$ cat config.mk
export PLATFORM = sky130hd
export DESIGN_NAME = uart_rx_fifo
export DESIGN_NICKNAME = d
export VERILOG_FILES = /design/src/rtl/uart_rx_fifo.sv
export SDC_FILE = /design/constraint.sdc
export NUM_CORES = 1
export LEC_CHECK = 0
export CORE_MARGIN = 2
export CORE_UTILIZATION = 40
export CTS_BUF_LIST = sky130_fd_sc_hd__clkbuf_8
export CTS_CLUSTER_DIAMETER = 120
export DETAILED_ROUTE_END_ITERATION = 8
export PLACE_DENSITY = 0.67
export SETUP_SLACK_MARGIN = 0.5
export SYNTH_ARGS = -nofsm -noshare
export SYNTH_HDL_FRONTEND = slang
export SYNTH_SLANG_ARGS = --single-unit
$ cat constraint.sdc
create_clock -name Clk -period 2.7 [get_ports Clk]
set_input_delay 0.27 -clock Clk [delete_from_list [all_inputs] [get_ports Clk]]
set_output_delay 0.27 -clock Clk [all_outputs]
set_load 0.01 [all_outputs]
$ cat src/rtl/uart_rx_fifo.sv
// Receive FIFO behind the UART receiver: synchronises RxDone, pushes one byte per frame, drains via RdEn.
// Define UART_RX_FIFO_FWFT_EN for first-word fall-through reads; the default is a registered read.
module uart_rx_fifo #(
  parameter int DEPTH_LOG2 = 4
) (
  input  logic                  Clk,
  input  logic                  Rst_n,
  input  logic [7:0]            RxData,
  input  logic                  RxDone,
  input  logic                  RdEn,
  input  logic                  OvrClr,
  output logic [7:0]            RdData,
  output logic                  RdValid,
  output logic                  Empty,
  output logic                  Full,
  output logic [DEPTH_LOG2:0]   Count,
  output logic                  Overrun
);

  localparam int                     DEPTH      = 1 << DEPTH_LOG2;
  localparam logic [DEPTH_LOG2:0]    COUNT_FULL = (DEPTH_LOG2+1)'(DEPTH);
  localparam logic [DEPTH_LOG2:0]    COUNT_ONE  = (DEPTH_LOG2+1)'(1);
  localparam logic [DEPTH_LOG2-1:0]  PTR_ONE    = DEPTH_LOG2'(1);

  logic                    s1_q, s1_d;
  logic                    s2_q, s2_d;
  logic                    s3_q, s3_d;
  logic [DEPTH_LOG2-1:0]   wr_ptr_q, wr_ptr_d;
  logic [DEPTH_LOG2-1:0]   rd_ptr_q, rd_ptr_d;
  logic [DEPTH_LOG2:0]     count_q, count_d;
  logic                    overrun_q, overrun_d;
  logic [7:0]              mem_q [DEPTH];

  logic                    push;
  logic                    push_ok;
  logic                    pop;

  assign Empty   = (count_q == '0);
  assign Full    = (count_q == COUNT_FULL);
  assign Count   = count_q;
  assign Overrun = overrun_q;

  always_comb begin
    s1_d      = RxDone;
    s2_d      = s1_q;
    s3_d      = s2_q;
    push      = s2_q & ~s3_q;
    pop       = RdEn & ~Empty;
    // A push into a full FIFO only fits if the same cycle frees a slot.
    push_ok   = push & (~Full | pop);
    wr_ptr_d  = wr_ptr_q;
    rd_ptr_d  = rd_ptr_q;
    count_d   = count_q;
    overrun_d = overrun_q;
    if (push_ok) wr_ptr_d = wr_ptr_q + PTR_ONE;
    if (pop)     rd_ptr_d = rd_ptr_q + PTR_ONE;
    case ({push_ok, pop})
      2'b10:   count_d = count_q + COUNT_ONE;
      2'b01:   count_d = count_q - COUNT_ONE;
      default: count_d = count_q;
    endcase
    if (OvrClr)                overrun_d = 1'b0;
    if (push & Full & ~pop)    overrun_d = 1'b1;
  end

  always_ff @(posedge Clk or negedge Rst_n) begin
    if (!Rst_n) begin
      s1_q      <= 1'b0;
      s2_q      <= 1'b0;
      s3_q      <= 1'b0;
      wr_ptr_q  <= '0;
      rd_ptr_q  <= '0;
      count_q   <= '0;
      overrun_q <= 1'b0;
    end else begin
      s1_q      <= s1_d;
      s2_q      <= s2_d;
      s3_q      <= s3_d;
      wr_ptr_q  <= wr_ptr_d;
      rd_ptr_q  <= rd_ptr_d;
      count_q   <= count_d;
      overrun_q <= overrun_d;
    end
  end

  // Storage is deliberately left out of reset.
  always_ff @(posedge Clk) begin
    if (push_ok) mem_q[wr_ptr_q] <= RxData;
  end

`ifdef UART_RX_FIFO_FWFT_EN
  assign RdData  = Empty ? 8'h00 : mem_q[rd_ptr_q];
  assign RdValid = ~Empty;
`else
  logic [7:0] rd_data_q, rd_data_d;
  logic       rd_valid_q, rd_valid_d;

  always_comb begin
    rd_data_d  = rd_data_q;
    rd_valid_d = pop;
    if (pop) rd_data_d = mem_q[rd_ptr_q];
  end

  always_ff @(posedge Clk or negedge Rst_n) begin
    if (!Rst_n) begin
      rd_data_q  <= 8'h00;
      rd_valid_q <= 1'b0;
    end else begin
      rd_data_q  <= rd_data_d;
      rd_valid_q <= rd_valid_d;
    end
  end

  assign RdData  = rd_data_q;
  assign RdValid = rd_valid_q;
`endif

endmodule
==> metrics.md <==
| Metric | Value |
|---|---|
| Die Area | 0.01666 mm^2 |
| Nature of the critical path startpoint | register |
| DRC violations left | 0 |
| Placer congestion estimate | 0.7291 |
| All-Layer GR Usage | 15.99% |
| Cell count after synthesis | ~330 |
| Min cycle time layout | between 2 and 3 ns |
| Sequential share of the synthesized area | a little under three quarters |
| Delay of the slowest critical-path stage | about 0.56 ns |
| Row count | 45 |
| Share of cells above drive strength 1 | 31.48% |
| Vias | ~3200 |
| Number of diodes | 0 |
| H-Tree Depth | 4 |
| Reg clk slew, reported paths | about 0.080 ns |
| Die Y | ~130 um |
| Hold_buf cts | 0 |
| P_leak | approximately 0.0026 uW |
| CTS tree | built |
| Maximum clock rate | 389.7 MHz |
| Distinct cells, synth | 43 |
| Area grow syn2layout | 19.42% |
| Starting Density | about 41% |
| Max_cap viols | 0 |
| Cell chain of the critical path | or4_4, o21ai_4, inv_4, ha_4, xor2_2, ha_2, o211a_1, or4_1, nand3_1, nor3b_1 |
| Final hold violation count | 0 |
| CP max-delay cell | or4_4 |
| Worst skew pair latency | ~0.45 ns |
| Power Density | around 950 mW/mm^2 |
| Remaining global-route overflow | 0 |
| Mapped Nets | between 300 and 400 |
| Setup TNS | 0 ns |
| Initial antenna violation count | 0 |
| Core Area | about 0.015 mm^2 |
| First-pass GRT wire length | 18980 um |
| Largest net degree at the start of global routing | 27 |
| Final Max Tran Viols | 0 |
| Synth warn | 0 |
| Routed Antenna Nets | 0 |
| Seq cells post-synth | about 150 |
| Worst slew pin tran | approximately 0.54 ns |
| Status | finished, final reports clean |
| Relative slew margins | between 60 and 70% |
| Fin crit share | between 90% and 100% |
| Synthesized area per cell | around 19 um^2 |
| CP max FO | 5 |
| Worst setup path class | reg -> reg |
| DR iter-0 viols | slightly below 300 |
| Mapped Area | roughly 0.0063 mm^2 |
| Worst endpoint required time | between 3 and 4 ns |
| Num CTS Buffers | 17 |
| Skew final | around 0.014 ns |
| Drt via density | just over 5 |
| PortBufs | 29 |
| CTS Sinks | 154 |
| IO Count | 30 |
| Element type at the critical path end | register |
| Pwr Total | 7080 uW |
| RSZ-0062 raised after global routing | true |
| Worst EP arrival | roughly 2.9 ns |
| Routed wire length | approximately 12000 um |
| Root Buffer | clkbuf_8 |
| Clk buf depth | 2 |
| Max VDD drop | approximately 0.00037 V |
| Post-DR wirelength/cell | approximately 19 um |
| Post-DP HPWL | 7932 um |
| Die X | 129.1 um |
| Final #Nets | between 400 and 500 |
| Vias in the first global route | between 3000 and 4000 |
| Final setup viols | 0 |
| First-pass iteration count of the detailed router | 4 |
| Hold crit path type | in -> async |
## worst paths after layout
| check | slack [ns] | from | end | cells past startpoint |
|---|---|---|---|---|
| hold / removal | 0.20 | Rst_n | RdData[5] | 2 |
| hold reg to reg | 0.35 | s1_q | s2_q | 0 |
| max in group asynchronous | 2.20 | Rst_n | rd_ptr_q[2] | 2 |
| min in group Clk | 0.27 | RxDone | s1_q | 1 |
| setup reg to reg | 0.13 | Count[3] | Count[4] | 10 |
| setup / recovery | 0.13 | Count[3] | Count[4] | 10 |
## power by group
group          total [uW]  switching [uW]  leakage [uW]  internal (uW)
Clock                1720             829      0.000219            894
Combinational        2270            1070      0.000936           1200
Sequential           3090             245       0.00146           2840
## critical path, delay by kind of cell (launching register included)
| family | cells | cell delay, ns |
|---|---|---|
| AOI/OAI and AO/OA | 2 | 0.39 |
| xor gates and xnor gates | 1 | 0.14 |
| adders and majority gates | 2 | 0.36 |
| buffers and inverters | 1 | 0.05 |
| DFF | 1 | 0.38 |
| and+or+nand+nor | 4 | 1.12 |
## final cells by class
class	instances	area (um^2)
Sequential cell	154	4496
Clock buffer	20	275.3
Multi-Input combinational cell	149	1688
Fill cell	1250	7787
Timing Repair Buffer	68	584.3
Clock inverter	12	123.9
Tap cell	211	264.0
Inverter	10	40.04
## cells in the final DEF (no fill, tap or decap), drive strengths merged, types with 3 or more instances in the layout
cell type and instances:
a211oi 8, a21o 9, and2 9, buf 39
clkbuf 20, clkdlybuf4s50 27, clkinv 4, dfrtp 26
edfxtp 128, ha 9, inv 16, mux2i 8
mux4 32, nand2 9, nand2b 5, nor2 7
nor3b 4, nor4 6, o21ai 6, o22ai 9
xnor2 7, xor2 3
## cells in the mapped netlist (all sizes together)
cell / number / area share (%)
nor3b: 4 / 0.48
nor4: 6 / 0.60
mux2i: 8 / 1.3
nand2b: 5 / 0.50
xor2: 3 / 0.42
ha: 9 / 1.8
o22ai: 9 / 0.90
a311oi: 1 / 0.14
o211a: 1 / 0.16
or2: 1 / 0.10
nand4: 2 / 0.30
mux4: 32 / 12
nand3: 1 / 0.080
a21oi: 2 / 0.16
xnor2: 7 / 0.98
a21o: 9 / 1.2
nor2b: 2 / 0.20
dfrtp: 26 / 10
a31oi: 1 / 0.20
mux2: 1 / 0.18
or4: 2 / 0.30
and2: 9 / 0.90
a21boi: 1 / 0.12
and3b: 1 / 0.14
o21ai: 6 / 0.66
nand3b: 1 / 0.12
nand2: 9 / 0.54
buf: 14 / 1.7
inv: 10 / 0.64
a211oi: 8 / 0.96
nor2: 7 / 0.42
clkbuf: 6 / 0.36
and3: 1 / 0.10
edfxtp: 128 / 61
## what timing repair did
| item | 4_1_cts | 5_1_grt |
|---|---|---|
| setup buffers | 5 | 3 |
| setup endpoints to repair | 6 | 69 |
| pin swaps | 6 | 6 |
| gates resized for setup | 4 | 11 |
## flip-flops by register name, summed over array words and instances, names as in the netlist
signal and flops:
Overrun 1, Count 5, RdValid 1, wr_ptr_q 4, mem_q 128, s3_q 1, rd_ptr_q 4, RdData 8
s2_q 1, s1_q 1
## stage by stage
| stage | setup slack [ns] | util [%] | instances | hold WS, ns | area (um^2) |
|---|---|---|---|---|---|
| floorplan | -0.2068 | - | 333 | -0.02559 | 6312 |
| global placement | 0.1479 | 45.58 | 584 | 0.3362 | 6955 |
| detailed placement | 0.06965 | 45.58 | 584 | 0.3403 | 6955 |
| CTS | 0.1497 | 48.52 | 621 | 0.1961 | 7403 |
| global route | 0.05071 | 48.96 | 624 | 0.2174 | 7471 |
| finish | 0.1340 | 48.96 | 624 | 0.2014 | 7471 |
## kinds of logic (layout without fill, tap and decap cells)
logic type	Yosys count	after routing	synth area share, %
AOI/OAI and AO/OA	38	38	4.500
xor gates and xnor gates	10	10	1.400
adders and majority gates	9	9	1.800
buffers and inverters	30	110	2.700
DFF	154	154	71.84
muxes	41	41	12.98
and+or+nand+nor	51	51	4.780
## metal layers
metal / global-route usage (%) / up-vias / wire length, um
met3: 4.294 / 18 / 534
met1: 19.37 / 1665 / 4950
met2: 27.33 / 70 / 6434
met4: 6.586 / 0 / 225
li1: - / 1448 / -
met5: 0 / - / 0
No activity file was read; power rests on OpenSTA's default activity.
